### config.mk
export PLATFORM = sky130hd
export DESIGN_NAME = matmul_ctrl_regs_flat
export DESIGN_NICKNAME = d
export VERILOG_FILES = /design/src/rtl/matmul_ctrl_regs_if.sv /design/src/rtl/matmul_ctrl_regs.sv /design/src/flat_wrapper.sv
export SDC_FILE = /design/constraint.sdc
export NUM_CORES = 1
export LEC_CHECK = 0
export BUFFER_PORTS_ARGS = -buffer_cell sky130_fd_sc_hd__buf_4
export CAP_MARGIN = 20
export CORE_ASPECT_RATIO = 1.75
export CORE_MARGIN = 10
export CORE_UTILIZATION = 35
export CTS_BUF_LIST = sky130_fd_sc_hd__clkbuf_4 sky130_fd_sc_hd__clkbuf_8 sky130_fd_sc_hd__clkbuf_16
export DETAILED_ROUTE_END_ITERATION = 10
export GPL_TIMING_DRIVEN = 0
export PLACE_DENSITY = 0.68
export SETUP_SLACK_MARGIN = 0.15
export SLEW_MARGIN = 40
export SYNTH_ARGS = -nofsm -noshare
export SYNTH_HDL_FRONTEND = slang
export SYNTH_SLANG_ARGS = --single-unit
### constraint.sdc
create_clock -name clk -period 1.8 [get_ports clk]
set_clock_uncertainty 0.1 [all_clocks]
set_input_delay 0.09 -clock clk [delete_from_list [all_inputs] [get_ports clk]]
set_output_delay 0.09 -clock clk [all_outputs]
set_load 0.005 [all_outputs]
### src/rtl/matmul_ctrl_regs_if.sv
// ============================================================================
// Module      : matmul_ctrl_regs_if
// Description : AXI-Lite slave bundle for the matmul control/status registers.
// Revision    : 1.0 - initial release
// ============================================================================
`default_nettype none

interface matmul_ctrl_regs_if #(
    parameter int ADDR_W = 5
) ();
    logic [ADDR_W-1:0] awaddr;
    logic              awvalid;
    logic              awready;
    logic [31:0]       wdata;
    logic [3:0]        wstrb;
    logic              wvalid;
    logic              wready;
    logic [1:0]        bresp;
    logic              bvalid;
    logic              bready;
    logic [ADDR_W-1:0] araddr;
    logic              arvalid;
    logic              arready;
    logic [31:0]       rdata;
    logic [1:0]        rresp;
    logic              rvalid;
    logic              rready;

    modport master (
        output awaddr, awvalid, wdata, wstrb, wvalid, bready, araddr, arvalid, rready,
        input  awready, wready, bresp, bvalid, arready, rdata, rresp, rvalid
    );

    modport slave (
        input  awaddr, awvalid, wdata, wstrb, wvalid, bready, araddr, arvalid, rready,
        output awready, wready, bresp, bvalid, arready, rdata, rresp, rvalid
    );
endinterface

`default_nettype wire

### src/rtl/matmul_ctrl_regs.sv
// ============================================================================
// Module      : matmul_ctrl_regs
// Description : AXI-Lite CSR block sequencing the 2x2 matmul engine; optional
//               interrupt enabled by defining MATMUL_CTRL_IRQ_EN.
// Revision    : 1.0 - initial release
// ============================================================================
`default_nettype none

module matmul_ctrl_regs #(
    parameter int ADDR_W = 5,
    parameter int K_MAX  = 2
) (
    input  wire logic         clk,
    input  wire logic         rst_n,
    matmul_ctrl_regs_if.slave s_axil,
    output logic [15:0]       o_cfg_k,
    output logic              o_start,
    input  wire logic         i_done,
    output logic              o_sw_clear_done,
    output logic              o_irq
);

    localparam int IDX_W = ADDR_W - 2;
    localparam logic [IDX_W-1:0] c_IDX_CTRL  = IDX_W'(0);
    localparam logic [IDX_W-1:0] c_IDX_STAT  = IDX_W'(1);
    localparam logic [IDX_W-1:0] c_IDX_CFGK  = IDX_W'(2);
    localparam logic [IDX_W-1:0] c_IDX_IRQEN = IDX_W'(3);
    localparam logic [IDX_W-1:0] c_IDX_JOB   = IDX_W'(4);

    logic        r_awready, r_wready, r_bvalid, r_arready, r_rvalid;
    logic [1:0]  r_bresp;
    logic [31:0] r_rdata;
    logic        r_busy, r_done_st, r_err, r_start, r_clr;
    logic        r_done_q, r_done_q2;
    logic [15:0] r_cfg_k;
    logic [31:0] r_job_cnt;
    logic        r_irq_en;

    logic        w_wr_hs, w_rd_hs, w_done_rise, w_k_ok;
    logic        w_busy_nxt, w_done_nxt, w_err_nxt, w_start_nxt, w_clr_nxt, w_slverr;
    logic        w_irq_en_nxt;
    logic [15:0] w_cfg_k_nxt;
    logic [31:0] w_rd_data;
    logic [IDX_W-1:0] w_wr_idx, w_rd_idx;
    logic        w_unused_ok;

    assign w_wr_hs     = r_awready & s_axil.awvalid & s_axil.wvalid;
    assign w_rd_hs     = r_arready & s_axil.arvalid;
    assign w_wr_idx    = s_axil.awaddr[ADDR_W-1:2];
    assign w_rd_idx    = s_axil.araddr[ADDR_W-1:2];
    // Edge taken on the registered copy of done, so BUSY drops two cycles after done rises
    assign w_done_rise = r_done_q & ~r_done_q2 & r_busy;
    assign w_k_ok      = (r_cfg_k != 16'd0) && ({16'd0, r_cfg_k} <= 32'(K_MAX));
    assign w_unused_ok = ^{s_axil.awaddr[1:0], s_axil.araddr[1:0],
                           s_axil.wdata[31:16], s_axil.wstrb[3:2]};

    always_comb begin
        w_busy_nxt   = r_busy;
        w_done_nxt   = r_done_st;
        w_err_nxt    = r_err;
        w_cfg_k_nxt  = r_cfg_k;
        w_irq_en_nxt = r_irq_en;
        w_start_nxt  = 1'b0;
        w_clr_nxt    = 1'b0;
        w_slverr     = 1'b0;
        if (w_wr_hs) begin
            case (w_wr_idx)
                c_IDX_CTRL: begin
                    if (s_axil.wstrb[0]) begin
                        // CLEAR is applied before START so a combined write can restart
                        if (s_axil.wdata[1]) begin
                            w_clr_nxt  = 1'b1;
                            w_done_nxt = 1'b0;
                            w_err_nxt  = 1'b0;
                        end
                        if (s_axil.wdata[0]) begin
                            if (!r_busy && w_k_ok) begin
                                w_start_nxt = 1'b1;
                                w_busy_nxt  = 1'b1;
                                w_done_nxt  = 1'b0;
                            end else begin
                                w_err_nxt = 1'b1;
                                w_slverr  = 1'b1;
                            end
                        end
                    end
                end
                c_IDX_STAT: begin
                    if (s_axil.wstrb[0]) begin
                        if (s_axil.wdata[1]) w_done_nxt = 1'b0;
                        if (s_axil.wdata[2]) w_err_nxt  = 1'b0;
                    end
                end
                c_IDX_CFGK: begin
                    if (r_busy) begin
                        w_err_nxt = 1'b1;
                        w_slverr  = 1'b1;
                    end else begin
                        if (s_axil.wstrb[0]) w_cfg_k_nxt[7:0]  = s_axil.wdata[7:0];
                        if (s_axil.wstrb[1]) w_cfg_k_nxt[15:8] = s_axil.wdata[15:8];
                    end
                end
`ifdef MATMUL_CTRL_IRQ_EN
                c_IDX_IRQEN: begin
                    if (s_axil.wstrb[0]) w_irq_en_nxt = s_axil.wdata[0];
                end
`endif
                default: ;
            endcase
        end
        // Completion overrides a same-cycle W1C of DONE
        if (w_done_rise) begin
            w_busy_nxt = 1'b0;
            w_done_nxt = 1'b1;
        end
    end

    always_comb begin
        w_rd_data = 32'd0;
        case (w_rd_idx)
            c_IDX_STAT:  w_rd_data = {29'd0, r_err, r_done_st, r_busy};
            c_IDX_CFGK:  w_rd_data = {16'd0, r_cfg_k};
            c_IDX_IRQEN: w_rd_data = {31'd0, r_irq_en};
            c_IDX_JOB:   w_rd_data = r_job_cnt;
            default:     w_rd_data = 32'd0;
        endcase
    end

    always_ff @(posedge clk or negedge rst_n) begin
        if (!rst_n) begin
            r_awready <= 1'b0;
            r_wready  <= 1'b0;
            r_bvalid  <= 1'b0;
            r_bresp   <= 2'b00;
            r_arready <= 1'b0;
            r_rvalid  <= 1'b0;
            r_rdata   <= 32'd0;
            r_busy    <= 1'b0;
            r_done_st <= 1'b0;
            r_err     <= 1'b0;
            r_start   <= 1'b0;
            r_clr     <= 1'b0;
            r_done_q  <= 1'b0;
            r_done_q2 <= 1'b0;
            r_cfg_k   <= 16'd1;
            r_job_cnt <= 32'd0;
        end else begin
            r_awready <= ~r_awready & s_axil.awvalid & s_axil.wvalid & ~r_bvalid;
            r_wready  <= ~r_awready & s_axil.awvalid & s_axil.wvalid & ~r_bvalid;
            if (w_wr_hs) begin
                r_bvalid <= 1'b1;
                r_bresp  <= w_slverr ? 2'b10 : 2'b00;
            end else if (r_bvalid && s_axil.bready) begin
                r_bvalid <= 1'b0;
            end
            if (w_rd_hs) begin
                r_rvalid  <= 1'b1;
                r_rdata   <= w_rd_data;
                r_arready <= 1'b0;
            end else if (r_rvalid && s_axil.rready) begin
                r_rvalid  <= 1'b0;
                r_arready <= 1'b1;
            end else if (!r_rvalid) begin
                r_arready <= 1'b1;
            end
            r_done_q  <= i_done;
            r_done_q2 <= r_done_q;
            r_busy    <= w_busy_nxt;
            r_done_st <= w_done_nxt;
            r_err     <= w_err_nxt;
            r_cfg_k   <= w_cfg_k_nxt;
            r_start   <= w_start_nxt;
            r_clr     <= w_clr_nxt;
            if (w_done_rise) r_job_cnt <= r_job_cnt + 32'd1;
        end
    end

`ifdef MATMUL_CTRL_IRQ_EN
    logic r_irq;
    always_ff @(posedge clk or negedge rst_n) begin
        if (!rst_n) begin
            r_irq_en <= 1'b0;
            r_irq    <= 1'b0;
        end else begin
            r_irq_en <= w_irq_en_nxt;
            r_irq    <= r_done_st & r_irq_en;
        end
    end
    assign o_irq = r_irq;
`else
    assign r_irq_en = 1'b0;
    assign o_irq    = 1'b0;
    logic w_unused_irq;
    assign w_unused_irq = w_irq_en_nxt;
`endif

    assign s_axil.awready = r_awready;
    assign s_axil.wready  = r_wready;
    assign s_axil.bvalid  = r_bvalid;
    assign s_axil.bresp   = r_bresp;
    assign s_axil.arready = r_arready;
    assign s_axil.rvalid  = r_rvalid;
    assign s_axil.rdata   = r_rdata;
    assign s_axil.rresp   = 2'b00;
    assign o_cfg_k         = r_cfg_k;
    assign o_start         = r_start;
    assign o_sw_clear_done = r_clr;

endmodule

`default_nettype wire
### src/flat_wrapper.sv
// flat-port wrapper written by rule: the top's interface ports become plain ports
module matmul_ctrl_regs_flat 
#(
    parameter int ADDR_W = 5,
    parameter int K_MAX  = 2
)
  (clk, rst_n, o_cfg_k, o_start, i_done, o_sw_clear_done, o_irq, s_axil_awaddr, s_axil_awvalid, s_axil_wdata, s_axil_wstrb, s_axil_wvalid, s_axil_bready, s_axil_araddr, s_axil_arvalid, s_axil_rready, s_axil_awready, s_axil_wready, s_axil_bresp, s_axil_bvalid, s_axil_arready, s_axil_rdata, s_axil_rresp, s_axil_rvalid);
  matmul_ctrl_regs_if #(.ADDR_W(ADDR_W)) s_axil_i ();
  input  wire logic clk;
  input  wire logic rst_n;
  output logic [15:0] o_cfg_k;
  output logic o_start;
  input  wire logic i_done;
  output logic o_sw_clear_done;
  output logic o_irq;
  input wire logic [$bits(s_axil_i.awaddr)-1:0] s_axil_awaddr;
  input wire logic [$bits(s_axil_i.awvalid)-1:0] s_axil_awvalid;
  input wire logic [$bits(s_axil_i.wdata)-1:0] s_axil_wdata;
  input wire logic [$bits(s_axil_i.wstrb)-1:0] s_axil_wstrb;
  input wire logic [$bits(s_axil_i.wvalid)-1:0] s_axil_wvalid;
  input wire logic [$bits(s_axil_i.bready)-1:0] s_axil_bready;
  input wire logic [$bits(s_axil_i.araddr)-1:0] s_axil_araddr;
  input wire logic [$bits(s_axil_i.arvalid)-1:0] s_axil_arvalid;
  input wire logic [$bits(s_axil_i.rready)-1:0] s_axil_rready;
  output wire logic [$bits(s_axil_i.awready)-1:0] s_axil_awready;
  output wire logic [$bits(s_axil_i.wready)-1:0] s_axil_wready;
  output wire logic [$bits(s_axil_i.bresp)-1:0] s_axil_bresp;
  output wire logic [$bits(s_axil_i.bvalid)-1:0] s_axil_bvalid;
  output wire logic [$bits(s_axil_i.arready)-1:0] s_axil_arready;
  output wire logic [$bits(s_axil_i.rdata)-1:0] s_axil_rdata;
  output wire logic [$bits(s_axil_i.rresp)-1:0] s_axil_rresp;
  output wire logic [$bits(s_axil_i.rvalid)-1:0] s_axil_rvalid;
  assign s_axil_i.awaddr = s_axil_awaddr;
  assign s_axil_i.awvalid = s_axil_awvalid;
  assign s_axil_i.wdata = s_axil_wdata;
  assign s_axil_i.wstrb = s_axil_wstrb;
  assign s_axil_i.wvalid = s_axil_wvalid;
  assign s_axil_i.bready = s_axil_bready;
  assign s_axil_i.araddr = s_axil_araddr;
  assign s_axil_i.arvalid = s_axil_arvalid;
  assign s_axil_i.rready = s_axil_rready;
  assign s_axil_awready = s_axil_i.awready;
  assign s_axil_wready = s_axil_i.wready;
  assign s_axil_bresp = s_axil_i.bresp;
  assign s_axil_bvalid = s_axil_i.bvalid;
  assign s_axil_arready = s_axil_i.arready;
  assign s_axil_rdata = s_axil_i.rdata;
  assign s_axil_rresp = s_axil_i.rresp;
  assign s_axil_rvalid = s_axil_i.rvalid;
  matmul_ctrl_regs #(.ADDR_W(ADDR_W), .K_MAX(K_MAX)) u_core (.clk(clk), .rst_n(rst_n), .s_axil(s_axil_i), .o_cfg_k(o_cfg_k), .o_start(o_start), .i_done(i_done), .o_sw_clear_done(o_sw_clear_done), .o_irq(o_irq));
endmodule
# Word level (Yosys, flattened, before mapping)
# Index checks and enable logic that the tools add are counted.
# Widths: inputs -> output; s select.
# op_classes
n_addsub	1
magnitude_cmp	1
eq_ne	12
n_mux	46
bitwise_logic	12
n_reduce_logical	21
# ops
op	n
$pmux 32 s3	1
$mux 1	41
$add 32x1->32 const B	1
$le 16x2->1 const B	1
$reduce_bool 16->1	1
$reduce_bool 2->1	7
$reduce_and 4->1	3
$and 1x1->1	8
$eq 3x1->1 const B	2
$eq 3x2->1 const B	2
$ne 2x2->1 const B	3
$ne 3x2->1 const B	2
$reduce_and 6->1	1
$reduce_bool 3->1	2
$reduce_and 5->1	1
$logic_and 1x1->1	4
$not 1->1	4
$pmux 1 s2	2
$eq 3x3->1 const B	1
$logic_not 3->1	1
$ne 3x3->1 const B	1
$pmux 1 s3	1
$mux 2	1
$ne 2x1->1 const B	1
$logic_not 1->1	1
# totals
register_bits	93
input_bits	54
output_inout_bits	60
word_cells	109

# Logic depth before layout (Yosys ltp)
# Gate-level depths: netlist (run 1).
# depth
word_depth	9
ltp_mapped	6
depth_no_buf	5

# Worst setup path before layout (run 1)
# OpenSTA, ideal clock, no wires.
# synth_path
path_kind	reg2reg
startpoint	register u_core.r_job_cnt[0]
endpoint	register u_core.r_job_cnt[18]
setup_ns	0.123
arrival_time_ns	1.389
t_required_ns	1.577
slack_ns	0.188
path_stages_with_launch	7
path_buffers	1
period_less_slack_ns	1.612
cell_sequence	dfrtp_1 > ha_1 > nand4b_1 > nor3_1 > buf_2 > nand4_1 > xnor2_1
# synth_via
elab_chain_len	1
# synth_rtl
item	line_no	source
start, declared	matmul_ctrl_regs.sv:36	logic [31:0] r_job_cnt;
start signal, assigned	matmul_ctrl_regs.sv:174	if (w_done_rise) r_job_cnt <= r_job_cnt + 32'd1;
$add 32x1->32	matmul_ctrl_regs.sv:174	
# No other way between the ends.
# A chain may end at the register's enable or synchronous reset.

# Worst setup path in the final report (run 1)
# layout_path
startpoint	register u_core.r_job_cnt[1]
endpoint	register u_core.r_job_cnt[14]
# Same word-level chain as after synthesis.

==> impl_metrics.yaml, run 1 <==
run_status:
  status: "complete, no violations"
routing:
  vias: 3279
  dr.pass1.iters: 4
  viasPerCell: 5.15
  remaining_drc_errors: 0
  wire_per_inst_um: 17.9
  drt_iter0_drc: 127
  final_antenna_net_count: 0
  routed_wl_um: 11400
finish:
  layout_common_cells: "120 x buf_4, 83 x dfrtp_1, 29 x nand2_1, 27 x xnor2_1, 25 x dlygate4sd3_1"
  antenna_cells: 0
  finish.utilization_pct: 53.2
  layout-drive-gt1-share_pct: 42.6
  mostFrequentLayoutCell: "buf_4"
  synthToLayoutAreaGrowth_pct: 47.9
  nets: 555
  fin_area_um2: 5980
  fin_cells: 637
die:
  io_pins: 114
  core_um2: 11200
  fp-row-count: 51
  die_area_um2: 16400
  die_y_um: 162
  start_util_pct: 36.0
  dieWidth_um: 101
place:
  dpl.cell_count: 560
  gp_congestion: 0.819
  portBuffers: 87
  pre_cts_slack_ns: -0.200
  placed_area_um2: 4870
  dp.final_hpwl_um: 7820
global_routing:
  grt_pass1_wl_um: 17800
  grt_pass1_vias: 3406
  grt_overflow: 0
  grt_use_total_pct: 13.8
  grt_max_degree: 93
  antenna_found_initial: 0
worst_setup_path:
  crit_path_end_kind: "flip-flop"
  crit_path_start_kind: "flip-flop"
  slowest_stage: "dfrtp_1"
  crit_buf_inv: 2
  cp_top_family: "flip-flops"
  worstPathArrival_ns: 1.81
  cpMostUsedCell: "buf_6"
  critical_path_class: "reg2reg"
  required_ns: 1.93
  critPathMaxFanout: 5
  max_stage_delay_ns: 0.41
  crit_chain: "ha_4 > nand4b_1 > buf_6 > nor3_4 > buf_6 > nand3_2 > xnor2_2"
power:
  p_leak_nw: 2.93
  peakVddDrop_v: 0.000573
  power_density_nw_per_um2: 776
clocking:
  cts_buffers: 9
  clockBufferDepth: 2
  clk_latency_ns: 0.35
  h-tree-depth: 3
  cts_root_buffer: "clkbuf_16"
  cts_tree: "done"
  path_clk_slew_ns: 0.06
  cts_num_sinks: 92
synthesis:
  synthArstFlopShare_pct: 100
  avgSynthCellArea_um2: 12.0
  synth_top_family_by_area: "simple AND/OR/NAND/NOR gates"
  yosysSeqAreaShare_pct: 57.0
  synth_compound_area_share_pct: 10.7
  synth_fa_ha_area_share_pct: 0.310
  synth_mux_area_share_pct: 4.74
  ys.flop_type: "dfrtp_1"
  synth_area_um2: 4040
  synth-edff-count: 0
  ys_ff_latch: 92
  postSynthCellCount: 338
  synth_warnings: 0
  synth_xor_xnor_area_share_pct: 6.93
  synth_cell_type_count: 47
  synth-simple-area-share_pct: 16.8
min_path:
  hold_path_class: "in2reg"
sta:
  hold_viol: 0
  period_share_pct: 93.6
  relSlewSlack_pct: 50.3
  setup_slack_ns: 0.115
  timing.fmax_ghz: 0.593
  period_minus_slack_ns: 1.69
  setup_tns_ns: 0
  slew_viol_final: 0
  rsz0062_at_grt: "yes"
  worst_pin_slew_ns: 0.746
  finalSetupViolCount: 0
job:
  max_cap_viol_count: 0
-- flip-flops by register name (all words and copies together) (netlist names) --
signal                  count
u_core.r_done_q2            1
u_core.r_err                1
u_core.s_axil.arready       1
u_core.r_done_st            1
u_core.r_busy               1
u_core.s_axil.rvalid        1
u_core.r_done_q             1
u_core.o_sw_clear_done      1
u_core.o_start              1
u_core.o_cfg_k             16
u_core.s_axil.bvalid        1
u_core.s_axil.awready       1
u_core.r_job_cnt           32
u_core.s_axil.bresp         1
u_core.s_axil.rdata        32
-- report_power, final --
group / internal [mW] / switching (mW)
Sequential: 2.12 / 0.0555
Clock: 1.26 / 0.768
Combinational: 0.222 / 0.210
-- worst paths after layout --
check	from	to	slack (ns)	cells past startpoint
min reg2reg	u_core.s_axil.bvalid	u_core.s_axil.awready	0.37	1
max reg2reg	u_core.r_job_cnt[1]	u_core.r_job_cnt[14]	0.11	7
max in group asynchronous	rst_n	u_core.r_job_cnt[0]	0.75	2
max	u_core.r_job_cnt[1]	u_core.r_job_cnt[14]	0.11	7
min in group asynchronous	rst_n	u_core.s_axil.rvalid	0.27	2
min	s_axil_araddr[2]	u_core.s_axil.rdata[16]	0.03	3
-- through the flow --
| stage | power [mW] | hold WS [ns] |
|---|---|---|
| floorplan | 2.33 | -0.306 |
| finish | 4.64 | 0.0268 |
| global route | 4.80 | 0.0455 |
| global placement | 2.55 | 0.101 |
| CTS | 4.65 | 0.0137 |
| detailed placement | 2.56 | 0.102 |
-- worst reg2reg max path: cells and delay by family, from the launching register on --
kind | cells | cell delay, ns
buffers and inverters | 2 | 0.35
and+or+nand+nor | 3 | 0.41
xor gates and xnor gates | 1 | 0.14
DFF | 1 | 0.41
adders and majority gates | 1 | 0.16
-- metal layers --
| metal | part of all wire, % | track usage (%) |
|---|---|---|
| met1 | 37 | 14.7 |
| met2 | 54 | 23.5 |
| met3 | 6.2 | 4.29 |
| met4 | 2.7 | 7.32 |
| met5 | 0 | 0 |
-- kinds of logic after synthesis --
family | count (synthesis)
AO/OA/AOI/OAI | 61
adder cells (fa/ha/maj) | 1
XOR/XNOR | 32
other | 1
flip-flops | 92
buffers and inverters | 22
multiplexers | 17
AND/OR/NAND/NOR | 112
-- repair_timing --
| action | in CTS | in global routing |
|---|---|---|
| endpoints found under the hold margin | 117 | 0 |
| pin swaps | 11 | 21 |
| hold buffers | 25 | 0 |
| cloned | 2 | 1 |
| endpoints found under the setup margin | 70 | 54 |
| gates resized for setup | 27 | 37 |
| buffers inserted | 12 | 21 |
-- synthesized netlist by cell type, types with 3 or more instances --
library cell,count,area (um^2)
nand3_1,13,65.1
nor2b_1,5,31.3
mux2_2,17,191
a22oi_1,16,120
nand2_1,31,116
and2_1,4,25.0
nor4_1,4,25.0
a2bb2oi_1,3,26.3
and4_1,3,26.3
dfrtp_1,91,2280
buf_4,5,37.5
nand4_1,16,100
xor2_1,3,26.3
nand2b_1,3,18.8
xnor2_1,29,254
o21ai_0,20,100
inv_1,3,11.3
nor3_1,5,25.0
clkbuf_1,7,26.3
and3_1,6,37.5
nor2_1,6,22.5
a22o_1,16,140
-- area by class of cell --
class | count | area, um^2
Clock inverter | 4 | 73.8
Multi-Input combinational cell | 227 | 1790
Tap cell | 132 | 165
Buffer | 19 | 150
Clock buffer | 12 | 248
Fill cell | 962 | 5260
Timing Repair Buffer | 148 | 1220
Sequential cell | 92 | 2310
Inverter | 3 | 11.3
(Power assumes the default switching activity.)
==> inputs of run 2 (changes only) <==
--- a/config.mk
+++ b/config.mk
@@ -5,15 +5,16 @@
 export SDC_FILE = /design/constraint.sdc
 export NUM_CORES = 1
 export LEC_CHECK = 0
+export ABC_AREA = 1
 export BUFFER_PORTS_ARGS = -buffer_cell sky130_fd_sc_hd__buf_4
 export CAP_MARGIN = 20
-export CORE_ASPECT_RATIO = 1.75
+export CORE_ASPECT_RATIO = 0.6
 export CORE_MARGIN = 10
 export CORE_UTILIZATION = 35
 export CTS_BUF_LIST = sky130_fd_sc_hd__clkbuf_4 sky130_fd_sc_hd__clkbuf_8 sky130_fd_sc_hd__clkbuf_16
 export DETAILED_ROUTE_END_ITERATION = 10
 export GPL_TIMING_DRIVEN = 0
-export PLACE_DENSITY = 0.68
+export PLACE_DENSITY = 0.67
 export SETUP_SLACK_MARGIN = 0.15
 export SLEW_MARGIN = 40
 export SYNTH_ARGS = -nofsm -noshare
==> impl_metrics.yaml, run 2 <==
routing:
  wire_per_inst_um: 15.6
  vias: 4366
  viasPerCell: 4.91
  drt_iter0_drc: 420
  dr.pass1.iters: 7
  routed_wl_um: 13900
  remaining_drc_errors: 0
  final_antenna_net_count: 0
global_routing:
  grt_use_total_pct: 14.9
  grt_pass1_vias: 4136
  grt_pass1_wl_um: 22100
  grt_overflow: 0
  antenna_found_initial: 0
  grt_max_degree: 93
die:
  die_y_um: 109
  die_area_um2: 18400
  fp-row-count: 32
  io_pins: 114
  core_um2: 12900
  start_util_pct: 36.0
  dieWidth_um: 169
worst_setup_path:
  crit_chain: "inv_2 > nand3_4 > nor3_4 > nand2_2 > nor2_4 > buf_4 > xor2_1"
  crit_buf_inv: 2
  crit_path_end_kind: "flip-flop"
  critPathMaxFanout: 4
  crit_path_start_kind: "flip-flop"
  critical_path_class: "reg2reg"
  rrSetupSlack_ns: 0.15
  required_ns: 1.97
  max_stage_delay_ns: 0.45
  slowest_stage: "dfrtp_2"
  cp_top_family: "simple AND/OR/NAND/NOR gates"
  worstPathArrival_ns: 1.82
sta:
  rsz0062_at_grt: "yes"
  period_minus_slack_ns: 1.65
  period_share_pct: 91.6
  holdWs_ns: -0.00100
  timing.fmax_ghz: 0.607
  hold_viol: 1
  worst_pin_slew_ns: 0.744
  slew_viol_final: 0
  finalSetupViolCount: 0
  relSlewSlack_pct: 50.4
finish:
  synthToLayoutAreaGrowth_pct: 37.6
  fin_area_um2: 6380
  layout_common_cells: "173 x nand2_1, 115 x buf_4, 87 x dfrtp_1, 78 x inv_1, 32 x nor2_1"
  nets: 770
  mostFrequentLayoutCell: "nand2_1"
  layout-drive-gt1-share_pct: 27.2
  antenna_cells: 0
run_status:
  violations: "hold timing"
  status: "finished, violations left"
synthesis:
  avgSynthCellArea_um2: 8.21
  synth.most_common_cell: "nand2_1"
  postSynthCellCount: 565
  synth_compound_area_share_pct: 8.09
  synth-edff-count: 0
  synth_area_leader_cell: "dfrtp_1"
  synth_cell_type_count: 42
  synth-simple-area-share_pct: 29.6
  synth_fa_ha_area_share_pct: 0.270
  synthArstFlopShare_pct: 100
  netlist_top_cells_area: "dfrtp_1 49%, nand2_1 15%, inv_1 6.5%, xor2_1 3.2%, nor2_1 2.8%"
  synth_area_um2: 4640
  yosysSeqAreaShare_pct: 49.7
  synth_top_family_by_area: "simple AND/OR/NAND/NOR gates"
  ys.flop_type: "dfrtp_1"
  synth_commonest_cells: "183 x nand2_1, 91 x dfrtp_1, 80 x inv_1"
  synth_xor_xnor_area_share_pct: 3.75
  synth_top_area_share_pct: 49.1
  synth_warnings: 0
  synth_mux_area_share_pct: 0
  ys_ff_latch: 92
place:
  gp_congestion: 0.923
  placed_area_um2: 5520
  portBuffers: 87
  dp.final_hpwl_um: 10200
clocking:
  path_clk_slew_ns: 0.06
  cts_root_buffer: "clkbuf_16"
  clockBufferDepth: 2
  cts_num_sinks: 92
  cts_buffers: 9
  cts_tree: "done"
  clk_latency_ns: 0.35
  h-tree-depth: 3
power:
  power_density_nw_per_um2: 767
  peakVddDrop_v: 0.000461
  p_leak_nw: 3.22
min_path:
  hold_path_class: "in2reg"
job:
  max_cap_viol_count: 0
==> run 2: cell count changes after synthesis, sizes merged, moves of 17 or more <==
cell | previous run | this run
nor2 | 6 | 44
inv | 3 | 82
o31ai | 0 | 17
xnor2 | 29 | 1
nand2 | 31 | 188
mux2 | 17 | 0
==> run 2: kinds of logic (layout without fill, tap and decap cells) <==
family,Yosys count,after routing
buffers and inverters,99,251
adders and majority gates,1,1
other,1,4
DFF,92,92
and+or+nand+nor,290,290
AOI/OAI and AO/OA,63,63
xor gates and xnor gates,19,19
==> run 2: tightest hold or removal path: cells and delay by family <==
family / cells / cell delay (ns)
and+or+nand+nor: 1 / 0.11
buffers and inverters: 1 / 0.10
AOI/OAI and AO/OA: 1 / 0.10
==> run 2: per-layer routing <==
metal / global-route usage, % / vias up / share of wire, %
li1: - / 2082 / -
met1: 20.3 / 2093 / 46
met2: 21.7 / 176 / 43
met3: 5.82 / 15 / 10
met4: 3.96 / 0 / 1.3
met5: 0 / - / 0
==> run 2: layout make-up <==
class / count / area (um^2)
clock buffer: 11 / 246
timing repair buffer: 136 / 1090
fill: 1208 / 6510
tap: 170 / 213
sequential: 92 / 2310
clock inverter: 5 / 60.1
inverter: 83 / 312
multi-input combinational: 377 / 2050
buffer: 16 / 97.6
==> run 2: power breakdown <==
group          switching (mW)  internal, mW
clock network           0.812          1.13
registers               0.105          2.17
logic                   0.377         0.296
==> run 2: repair_timing <==
item / CTS / global route
pin swaps: 8 / 14
endpoints found under the setup margin: 20 / 40
setup buffers: 6 / 19
hold buffers: 23 / 0
gates resized for setup: 9 / 36
gates cloned: 0 / 1
hold endpoints to repair: 115 / 0
==> run 2: path summary, 6_finish.rpt <==
path	start	endpoint	cells after the start
max in group asynchronous	rst_n	u_core.r_done_q2	2
worst min register to register	u_core.r_done_q	u_core.r_done_q2	0
min in group asynchronous	rst_n	u_core.o_cfg_k[11]	2
worst max register to register	u_core.r_done_q2	u_core.r_job_cnt[8]	7
worst min-delay path	s_axil_wvalid	u_core.s_axil.bvalid	3
worst max-delay path	u_core.r_done_q2	u_core.r_job_cnt[8]	7
==> run 2: stage by stage <==
stage / utilization [%] / cells / power [mW] / setup TNS (ns) / worst slack (ns)
after detailed placement: 42.8 / 825 / 2.86 / -0.0239 / -0.0132
after global routing: 49.5 / 890 / 5.10 / 0 / 0.0495
after floorplan: - / 568 / 2.57 / 0 / 0.292
final: 49.5 / 890 / 4.89 / 0 / 0.152
after CTS: 47.5 / 870 / 4.90 / 0 / 0.150
after global placement: 42.8 / 825 / 2.84 / 0 / 0.0269
==> inputs of run 3 (changes only) <==
--- a/config.mk
+++ b/config.mk
@@ -11,7 +11,7 @@
 export CORE_ASPECT_RATIO = 0.6
 export CORE_MARGIN = 10
 export CORE_UTILIZATION = 35
-export CTS_BUF_LIST = sky130_fd_sc_hd__clkbuf_4 sky130_fd_sc_hd__clkbuf_8 sky130_fd_sc_hd__clkbuf_16
+export CTS_BUF_LIST = sky130_fd_sc_hd__clkbuf_4
 export DETAILED_ROUTE_END_ITERATION = 10
 export GPL_TIMING_DRIVEN = 0
 export PLACE_DENSITY = 0.67
==> impl_metrics.yaml, run 3 (synthesis results as in run 2) <==
run_status:
  status: "complete, no violations"
finish:
  layout_common_cells: "174 x nand2_1, 117 x buf_4, 86 x dfrtp_1, 78 x inv_1, 33 x nor2_1"
  nets: 783
  layout-drive-gt1-share_pct: 28.0
  fillers: 1201
  fin_cells: 903
  antenna_cells: 0
  synthToLayoutAreaGrowth_pct: 37.3
  regArea_um2: 2310
  multi_input_area_um2: 2060
  mostFrequentLayoutCell: "nand2_1"
  finish.utilization_pct: 49.4
worst_setup_path:
  r2r_start: "u_core.r_done_q2"
  crit_chain: "inv_2 > nand3_4 > nor3_4 > nand2_2 > nor2_4 > buf_4 > xor2_1"
  crit_path_start_kind: "flip-flop"
  critical_path_class: "reg2reg"
  critPathMaxFanout: 4
  crit_buf_inv: 2
  cp-startpoint: "u_core.r_done_q2"
  crit_path_end_kind: "flip-flop"
  required_ns: 2.09
  max_stage_delay_ns: 0.48
  cp_top_family: "simple AND/OR/NAND/NOR gates"
  rrSetupSlack_ns: 0.15
  worstPathArrival_ns: 1.95
  slowest_stage: "dfrtp_2"
sta:
  rsz0062_at_grt: "yes"
  period_share_pct: 91.8
  slew_viol_final: 0
  period_minus_slack_ns: 1.65
  hold_viol: 0
  timing.fmax_ghz: 0.605
  setup_tns_ns: 0
  relSlewSlack_pct: 50.8
  finalSetupViolCount: 0
  worst_pin_slew_ns: 0.739
routing:
  remaining_drc_errors: 0
  wire_per_inst_um: 15.7
  routed_wl_um: 14200
  drt_iter0_drc: 419
  vias: 4480
  viasPerCell: 4.96
  dr.pass1.iters: 5
  final_antenna_net_count: 0
global_routing:
  grt_pass1_wl_um: 22200
  grt_max_degree: 93
  grt_pass1_vias: 4160
  antenna_found_initial: 0
  grt_use_total_pct: 15.0
  grt_overflow: 0
power:
  p_leak_nw: 3.23
  p_total_mw: 4.14
  peakVddDrop_v: 0.000328
  power_density_nw_per_um2: 651
clocking:
  path_clk_slew_ns: 0.14
  cts_tree: "done"
  cts_buffers: 9
  clockBufferDepth: 2
  cts_root_buffer: "clkbuf_4"
  cts_num_sinks: 92
  clk_latency_ns: 0.46
  h-tree-depth: 3
die:
  start_util_pct: 36.0
  io_pins: 114
  dieWidth_um: 169
  die_area_um2: 18400
  core_um2: 12900
  fp-row-count: 32
  die_y_um: 109
place:
  dp.final_hpwl_um: 10200
  portBuffers: 87
  dpl.cell_count: 825
  gp_congestion: 0.923
min_path:
  hold_path_class: "in2reg"
  hp-start: "s_axil_awaddr[3]"
job:
  max_cap_viol_count: 0
run 3: cell types whose count changed in the layout (fill, tap and decap cells not counted), moves of 2 or more:
cell / previous run / this run
o21ai_1: 14 / 12
clkbuf_1: 6 / 3
buf_6: 4 / 6
buf_4: 115 / 117
clkbuf_2: 1 / 4
dlygate4sd3_1: 22 / 31
o21ai_2: 3 / 5
clkbuf_16: 9 / 0
clkbuf_4: 1 / 10
run 3: power by group:
group / total, mW / internal, mW / switching [mW]
clock network: 1.17 / 0.440 / 0.729
logic: 0.700 / 0.314 / 0.386
registers: 2.27 / 2.17 / 0.107
total: 4.14 / 2.92 / 1.22
run 3: layout make-up:
| class | count | share of cell area, % |
|---|---|---|
| flip-flops and latches | 92 | 36.3 |
| well taps | 170 | 3.34 |
| repair buffers | 149 | 19.3 |
| multi-input cells | 377 | 32.3 |
| clock inverters | 6 | 1.00 |
| inverters | 83 | 4.95 |
| clock buffers | 10 | 1.18 |
| plain buffers | 16 | 1.59 |
run 3: tightest hold or removal path, stage by stage:
cell     delay [ns]
buf_4          0.07
inv_1          0.08
nand2_1        0.14
nor4_1         0.06
nand2_1        0.06
a21oi_1        0.06
run 3: repair_timing:
| item | in CTS | in global routing |
|---|---|---|
| hold endpoints to repair | 122 | 0 |
| hold buffers | 31 | 0 |
| cloned | 0 | 1 |
| buffers inserted | 6 | 24 |
| endpoints found under the setup margin | 23 | 58 |
| resized for setup | 10 | 45 |
| pin swaps | 8 | 13 |
run 3: per-stage QoR:
stage	worst slack, ns	cell area, um^2	hold slack, ns
after floorplan	0.292	4650	-0.306
after global placement	0.0269	5510	0.101
after detailed placement	-0.0132	5520	0.104
after CTS	0.153	6040	0.00356
after global routing	0.0454	6370	0.0401
final	0.147	6370	0.0231
run 3: worst paths after layout:
kind                                        to  cells after the start
setup / recovery           u_core.r_job_cnt[8]                      7
hold / removal                   u_core.r_busy                      6
setup reg to reg           u_core.r_job_cnt[8]                      7
hold reg to reg               u_core.r_done_q2                      0
max in group asynchronous  u_core.r_job_cnt[2]                      2
min in group asynchronous   u_core.o_cfg_k[11]                      2
run 3: routing by layer:
layer / part of all wire, % / track usage, % / wire length (um)
met5: 0 / 0 / 0
met4: 1.6 / 3.96 / 227
met3: 9.4 / 5.28 / 1340
met2: 43 / 21.7 / 6130
met1: 46 / 20.7 / 6520
